==> config.mk <==
export PLATFORM = sky130hd
export DESIGN_NAME = lcd_bus_writer_flat
export DESIGN_NICKNAME = d
export VERILOG_FILES = /design/src/rtl/lcd_bus_writer_if.sv /design/src/rtl/lcd_bus_writer.sv /design/src/flat_wrapper.sv
export SDC_FILE = /design/constraint.sdc
export NUM_CORES = 1
export LEC_CHECK = 0
export CORE_MARGIN = 4
export CORE_UTILIZATION = 30
export DETAILED_ROUTE_END_ITERATION = 8
export PLACE_DENSITY = 0.45
export SLEW_MARGIN = 40
export SYNTH_ARGS = -nofsm -noshare
export SYNTH_HDL_FRONTEND = slang
export SYNTH_SLANG_ARGS = --single-unit
==> constraint.sdc <==
create_clock -name AXI_ACLK -period 5.52 [get_ports AXI_ACLK]
set_input_delay 0.552 -clock AXI_ACLK [delete_from_list [all_inputs] [get_ports AXI_ACLK]]
set_output_delay 0.552 -clock AXI_ACLK [all_outputs]
set_load 0.02 [all_outputs]
==> src/rtl/lcd_bus_writer_if.sv <==
// lcd_bus_writer_if: command and pixel-word handshakes feeding lcd_bus_writer.
interface lcd_bus_writer_if;
   logic        cmd_valid;
   logic        cmd_dc;
   logic [7:0]  cmd_data;
   logic        cmd_ready;
   logic        px_valid;
   logic [31:0] px_data;
   logic        px_ready;
   modport master (output cmd_valid, cmd_dc, cmd_data, px_valid, px_data, input cmd_ready, px_ready);
   modport slave (input cmd_valid, cmd_dc, cmd_data, px_valid, px_data, output cmd_ready, px_ready);
endinterface

==> src/rtl/lcd_bus_writer.sv <==
// lcd_bus_writer: pixel-word FIFO feeding an 8080-style write-only LCD bus.
// Define LCD_BUS16_EN for a 16-bit data bus (two writes per pixel word instead of four).
module lcd_bus_writer #(
   parameter int FIFO_DEPTH = 16,
   parameter int WR_LOW     = 2,
   parameter int WR_HIGH    = 2
) (
   input  logic                         AXI_ACLK,
   input  logic                         AXI_ARESET,
   lcd_bus_writer_if.slave              bus,
   output logic [$clog2(FIFO_DEPTH):0]  fifo_level,
   output logic                         busy,
   output logic [3:0]                   lcd_ctl,
`ifdef LCD_BUS16_EN
   output logic [15:0]                  lcd_data
`else
   output logic [7:0]                   lcd_data
`endif
);
   localparam int AW = $clog2(FIFO_DEPTH);
   localparam int LW = AW + 1;
   localparam logic [15:0] LOW_END  = 16'(WR_LOW - 1);
   localparam logic [15:0] HIGH_END = 16'(WR_HIGH - 1);
   typedef enum logic [1:0] {IDLE, WR_L, WR_H} state_t;
   state_t      state_q, state_d;
   logic [15:0] cnt_q, cnt_d;
   logic [1:0]  idx_q, idx_d;
   logic [31:0] word_q, word_d;
   logic [7:0]  cmd_q, cmd_d;
   logic        dc_q, dc_d, is_cmd_q, is_cmd_d;
   logic [31:0] mem [FIFO_DEPTH];
   logic [AW-1:0] wp_q, rp_q;
   logic [LW-1:0] count_q;
   logic        push, pop, empty, full;
   logic [3:0]  ctl_q;
`ifdef LCD_BUS16_EN
   localparam logic [1:0] LAST = 2'd1;
   logic [15:0] beat, data_q;
   assign beat = is_cmd_q ? {8'h00, cmd_q} : (idx_q[0] ? word_q[31:16] : word_q[15:0]);
`else
   localparam logic [1:0] LAST = 2'd3;
   logic [7:0] beat, data_q;
   // high byte of each pixel goes first: shifts of 8, 0, 24, 16
   assign beat = is_cmd_q ? cmd_q : 8'(word_q >> {idx_q[1], ~idx_q[0], 3'b000});
`endif
   assign empty         = count_q == '0;
   assign full          = count_q == LW'(FIFO_DEPTH);
   assign bus.px_ready  = !AXI_ARESET && !full;
   assign bus.cmd_ready = !AXI_ARESET && state_q == IDLE && empty;
   assign push          = bus.px_valid && bus.px_ready;
   assign fifo_level    = count_q;
   assign busy          = state_q != IDLE || !empty;
   assign lcd_ctl       = ctl_q;
   assign lcd_data      = data_q;
   always_comb begin
      state_d  = state_q;
      cnt_d    = cnt_q;
      idx_d    = idx_q;
      word_d   = word_q;
      cmd_d    = cmd_q;
      dc_d     = dc_q;
      is_cmd_d = is_cmd_q;
      pop      = 1'b0;
      case (state_q)
         IDLE:
            if (!empty) begin
               pop      = 1'b1;
               word_d   = mem[rp_q];
               idx_d    = '0;
               is_cmd_d = 1'b0;
               cnt_d    = '0;
               state_d  = WR_L;
            end else if (bus.cmd_valid) begin
               cmd_d    = bus.cmd_data;
               dc_d     = bus.cmd_dc;
               is_cmd_d = 1'b1;
               cnt_d    = '0;
               state_d  = WR_L;
            end
         WR_L: begin
            cnt_d   = cnt_q == LOW_END ? '0 : cnt_q + 16'd1;
            state_d = cnt_q == LOW_END ? WR_H : WR_L;
         end
         WR_H:
            if (cnt_q != HIGH_END) cnt_d = cnt_q + 16'd1;
            else begin
               cnt_d   = '0;
               state_d = WR_L;
               if (!is_cmd_q && idx_q != LAST) idx_d = idx_q + 2'd1;
               else if (!empty) begin
                  pop      = 1'b1;
                  word_d   = mem[rp_q];
                  idx_d    = '0;
                  is_cmd_d = 1'b0;
               end else state_d = IDLE;
            end
         default: state_d = IDLE;
      endcase
   end
   always_ff @(posedge AXI_ACLK) if (push) mem[wp_q] <= bus.px_data;
   // bus pins are driven from the current state, one cycle behind the FSM
   always_ff @(posedge AXI_ACLK) begin
      if (AXI_ARESET) begin
         state_q  <= IDLE;
         cnt_q    <= '0;
         idx_q    <= '0;
         word_q   <= '0;
         cmd_q    <= '0;
         dc_q     <= 1'b0;
         is_cmd_q <= 1'b0;
         wp_q     <= '0;
         rp_q     <= '0;
         count_q  <= '0;
         ctl_q    <= 4'b1011;
         data_q   <= '0;
      end else begin
         state_q  <= state_d;
         cnt_q    <= cnt_d;
         idx_q    <= idx_d;
         word_q   <= word_d;
         cmd_q    <= cmd_d;
         dc_q     <= dc_d;
         is_cmd_q <= is_cmd_d;
         wp_q     <= wp_q + AW'(push);
         rp_q     <= rp_q + AW'(pop);
         count_q  <= count_q + LW'(push) - LW'(pop);
         ctl_q    <= {state_q == IDLE, state_q == IDLE ? ctl_q[2] : (is_cmd_q ? dc_q : 1'b1), state_q != WR_L, 1'b1};
         data_q   <= state_q == IDLE ? data_q : beat;
      end
   end
endmodule

==> src/flat_wrapper.sv <==
// flat-port wrapper written by rule: the top's interface ports become plain ports
module lcd_bus_writer_flat 
#(
   parameter int FIFO_DEPTH = 16,
   parameter int WR_LOW     = 2,
   parameter int WR_HIGH    = 2
)
  (AXI_ACLK, AXI_ARESET, fifo_level, busy, lcd_ctl, lcd_data, bus_cmd_valid, bus_cmd_dc, bus_cmd_data, bus_px_valid, bus_px_data, bus_cmd_ready, bus_px_ready);
  lcd_bus_writer_if bus_i ();
  input  logic AXI_ACLK;
  input  logic AXI_ARESET;
  output logic [$clog2(FIFO_DEPTH):0] fifo_level;
  output logic busy;
  output logic [3:0] lcd_ctl;
  output logic [7:0] lcd_data;
  input wire logic [$bits(bus_i.cmd_valid)-1:0] bus_cmd_valid;
  input wire logic [$bits(bus_i.cmd_dc)-1:0] bus_cmd_dc;
  input wire logic [$bits(bus_i.cmd_data)-1:0] bus_cmd_data;
  input wire logic [$bits(bus_i.px_valid)-1:0] bus_px_valid;
  input wire logic [$bits(bus_i.px_data)-1:0] bus_px_data;
  output wire logic [$bits(bus_i.cmd_ready)-1:0] bus_cmd_ready;
  output wire logic [$bits(bus_i.px_ready)-1:0] bus_px_ready;
  assign bus_i.cmd_valid = bus_cmd_valid;
  assign bus_i.cmd_dc = bus_cmd_dc;
  assign bus_i.cmd_data = bus_cmd_data;
  assign bus_i.px_valid = bus_px_valid;
  assign bus_i.px_data = bus_px_data;
  assign bus_cmd_ready = bus_i.cmd_ready;
  assign bus_px_ready = bus_i.px_ready;
  lcd_bus_writer #(.FIFO_DEPTH(FIFO_DEPTH), .WR_LOW(WR_LOW), .WR_HIGH(WR_HIGH)) u_core (.AXI_ACLK(AXI_ACLK), .AXI_ARESET(AXI_ARESET), .bus(bus_i), .fifo_level(fifo_level), .busy(busy), .lcd_ctl(lcd_ctl), .lcd_data(lcd_data));
endmodule
==> flow_summary.yaml <==
place:
  gp_congestion: 0.745
  io_buffer_count: 63
  dp.cells: 2308
  dp_hpwl_mm: 35.0
global_routing:
  grt_max_degree: 59
  grt_pass1_wl_mm: 83.5
  grt.total_usage_pct: 13.7
  grt_overflow: 0
  grt.busiest_layer: "met2"
  antenna_found_initial: 0
  grt_use_met1_pct: 19.3
  grtUsageMet2_pct: 22.0
  use_met3_pct: 2.41
  grt_pass1_vias: 12200
yosys:
  ys_top_cells_by_area: "edfxtp_1 66%, mux4_2 13%, dfxtp_1 7.3%"
  synth_flop_cell: "edfxtp_1"
  synth_cell_types: 53
  synth_top_area_cell: "edfxtp_1"
  ys_async_sr_fraction_pct: 0
  yosysMostFrequentCell: "edfxtp_1"
  ys_ff_latch: 598
  seq_area_frac_synth_pct: 73.0
  postSynthAreaPerCell_um2: 19.0
  yosysWarningCount: 0
  synth_top_area_share_pct: 65.6
  ys_top_cells_by_count: "512 x edfxtp_1, 136 x mux4_2, 86 x dfxtp_1, 58 x a21oi_1, 58 x nor2_1"
  synth_area_um2: 23400
  synth_edf_count: 512
  synthCells: 1235
  syn_nets: 1297
worst_setup_path:
  crit_path_end_kind: "flop"
  rr_worst_depth: 7
  crit_slowest_cell: "nor2_4"
  crit_path_max_fanout: 20
  r2r-end: "u_core.mem[8][3]$_DFFE_PP_"
  ff2ff_setup_slack_ns: 2.27
  r2r-start: "u_core.fifo_level[2]$_SDFF_PP0_"
  path_class: "reg2reg"
  crit_arrival_ns: 3.52
  slowest_delay_ns: 0.66
  crit_path_cell_trace: "inv_1 > ha_1 > a41oi_1 > and2_1 > or3b_2 > nor2_4 > buf_4"
  cp_data_required_time_ns: 5.79
  crit_path_start_kind: "flop"
clock_tree:
  cts_resized: 0
  cts-root-buf: "clkbuf_16"
  cts_made_buffers: 67
  ctsHoldBuffers: 0
  htree_levels: 3
  post_cts_buffers: 0
  clk_path_buf_depth: 3
  clk_pin_slew_ns: 0.05
  cts_tree: "yes"
  insertion_delay_ns: 0.60
  clock_sinks: 598
floorplanning:
  design.core.area_um2: 77500
  io_pins: 65
  row_count: 102
  die_w_um: 287
  die_area_um2: 82600
  dieHeight_um: 287
  start_util_pct: 30.2
timing:
  holdWs_ns: 0.477
  finClkSkew_ns: 0.0215
  slew_violations: 0
  rsz0062_at_grt: "no"
  timing.final.crit_period_ns: 3.25
  fmax_mhz: 308
  worst_slew_pin_slew_ns: 0.815
  finalHoldViolCount: 0
  fin_crit_sh_pct: 58.9
  slew_headroom_pct: 45.6
  setup_tns_ns: 0
  setup_violations: 0
final_layout:
  fillCellCount: 7283
  fin_cells: 2426
  final_util_pct: 35.8
  diodes: 0
  area_growth_pct: 18.5
  fin_nets: 1399
  drive_above_1_share_pct: 21.8
routing:
  viasPerCell: 4.81
  dr.first_iter.drc_count: 593
  num_vias: 11700
  ant_nets: 0
  first_pass_iters: 5
  drcViolationCount: 0
  wl_per_cell_um: 23.1
  drt_wl_total_mm: 56.0
job:
  drv_cap: 0
worst_hold_path:
  holdCritStartpoint: "u_core.word_q[25]$_SDFFE_PP0P_"
  min_to: "u_core.word_q[25]$_SDFFE_PP0P_"
  holdCritPathClass: "reg2reg"
  min_delay_path_depth: 1
power:
  leakage_nw: 8.58
  vdd_ir_drop_max_mv: 0.207
  p_per_area_nw_per_um2: 439
run_status:
  status: "finished clean"
[metal layers]
| metal | share of wire [%] | up-vias |
|---|---|---|
| met5 | 0 | - |
| met4 | 2.1 | 0 |
| met3 | 3.4 | 78 |
| met2 | 48 | 214 |
| met1 | 46 | 6130 |
| li1 | - | 5239 |
[where the power goes]
part           switching [W]  total, W  internal [W]  leakage, nW
Combinational        0.00130   0.00258       0.00128         2.24
Clock                0.00174   0.00428       0.00254         1.02
Sequential          0.000229   0.00533       0.00511         5.32
[how the worst max path moves through the flow]
stage | from | to | slack, ns | cells past startpoint
2_1_floorplan | u_core.fifo_level[2]$_SDFF_PP0_ | u_core.mem[0][0]$_DFFE_PP_ | 0.75 | 7
3_3_place_gp | bus_px_valid | u_core.mem[12][24]$_DFFE_PP_ | 1.97 | 5
3_5_place_dp | bus_px_valid | u_core.mem[8][30]$_DFFE_PP_ | 2.07 | 5
4_1_cts | u_core.cnt_q[0]$_SDFFE_PP0P_ | u_core.fifo_level[4]$_SDFF_PP0_ | 2.19 | 14
5_1_grt | u_core.cnt_q[0]$_SDFFE_PP0P_ | u_core.fifo_level[4]$_SDFF_PP0_ | 1.97 | 14
6_report | u_core.fifo_level[2]$_SDFF_PP0_ | u_core.mem[8][3]$_DFFE_PP_ | 2.27 | 7
[cells by family after synthesis]
group                    count (synthesis)  synth area share (%)
multiplexers                           188                  15.3
other                                    1                0.0160
buffers and inverters                   91                  1.79
XOR/XNOR                                 8                 0.299
AND/OR/NAND/NOR                        179                  4.18
flip-flops                             598                  73.0
AO/OA/AOI/OAI                          153                  4.50
adder cells (fa/ha/maj)                 17                 0.940
[per-stage QoR]
stage / power, W / cell area [um2] / worst slack, ns
after floorplan: 0.00719 / 23400 / 0.752
after detailed placement: 0.00810 / 25600 / 2.07
final: 0.0122 / 27800 / 2.27
after global placement: 0.00808 / 25400 / 1.97
after CTS: 0.0124 / 27800 / 2.19
after global routing: 0.0128 / 27800 / 1.97
[layout make-up]
cell class | count | area (um2) | share of cell area [%]
Sequential cell | 598 | 17100 | 61.7
Multi-Input combinational cell | 546 | 6030 | 21.7
Clock buffer | 94 | 1890 | 6.82
Tap cell | 1040 | 1300 | 4.69
Timing Repair Buffer | 111 | 1160 | 4.17
Clock inverter | 24 | 210 | 0.757
Inverter | 13 | 48.8 | 0.176
[critical path: cells and delay by family (launching register included)]
family	cells	cell delay (ns)
buffers and inverters	2	0.46
AND/OR/NAND/NOR	3	1.65
adder cells (fa/ha/maj)	1	0.21
flip-flops	1	0.36
AO/OA/AOI/OAI	1	0.25
[state kept, by name, summed over array words and instances, names as in the netlist]
signal and count:
u_core.cmd_q 8, u_core.lcd_ctl 3, u_core.cnt_q 16, u_core.dc_q 1
u_core.rp_q 4, u_core.is_cmd_q 1, u_core.fifo_level 5, u_core.idx_q 2
u_core.mem 512, u_core.wp_q 4, u_core.lcd_data 8, u_core.state_q 2
u_core.word_q 32
[placed cells by master, fill, tap and decap left out, types with 4 or more instances in the layout]
cell type	netlist	final
mux4_2	136	136
dfxtp_1	86	82
clkbuf_1	36	20
buf_4	3	32
inv_1	13	13
buf_8	0	9
or3_1	6	6
nor3_1	15	11
dfxtp_4	0	4
ha_1	16	15
nor3_2	3	6
nand2_1	8	8
nor2b_1	41	41
xnor2_1	5	5
nand3b_1	8	8
a21oi_1	58	58
nand4_1	8	8
buf_12	0	5
o21ai_0	11	11
a211oi_1	35	35
mux2i_1	50	50
clkdlybuf4s50_1	0	62
nor2_4	0	12
nor2_1	58	46
nand3_1	10	10
a22o_1	33	33
clkbuf_16	0	71
nand2b_1	4	4
edfxtp_1	512	512
clkinv_1	0	15
(Power assumes the default switching activity.)
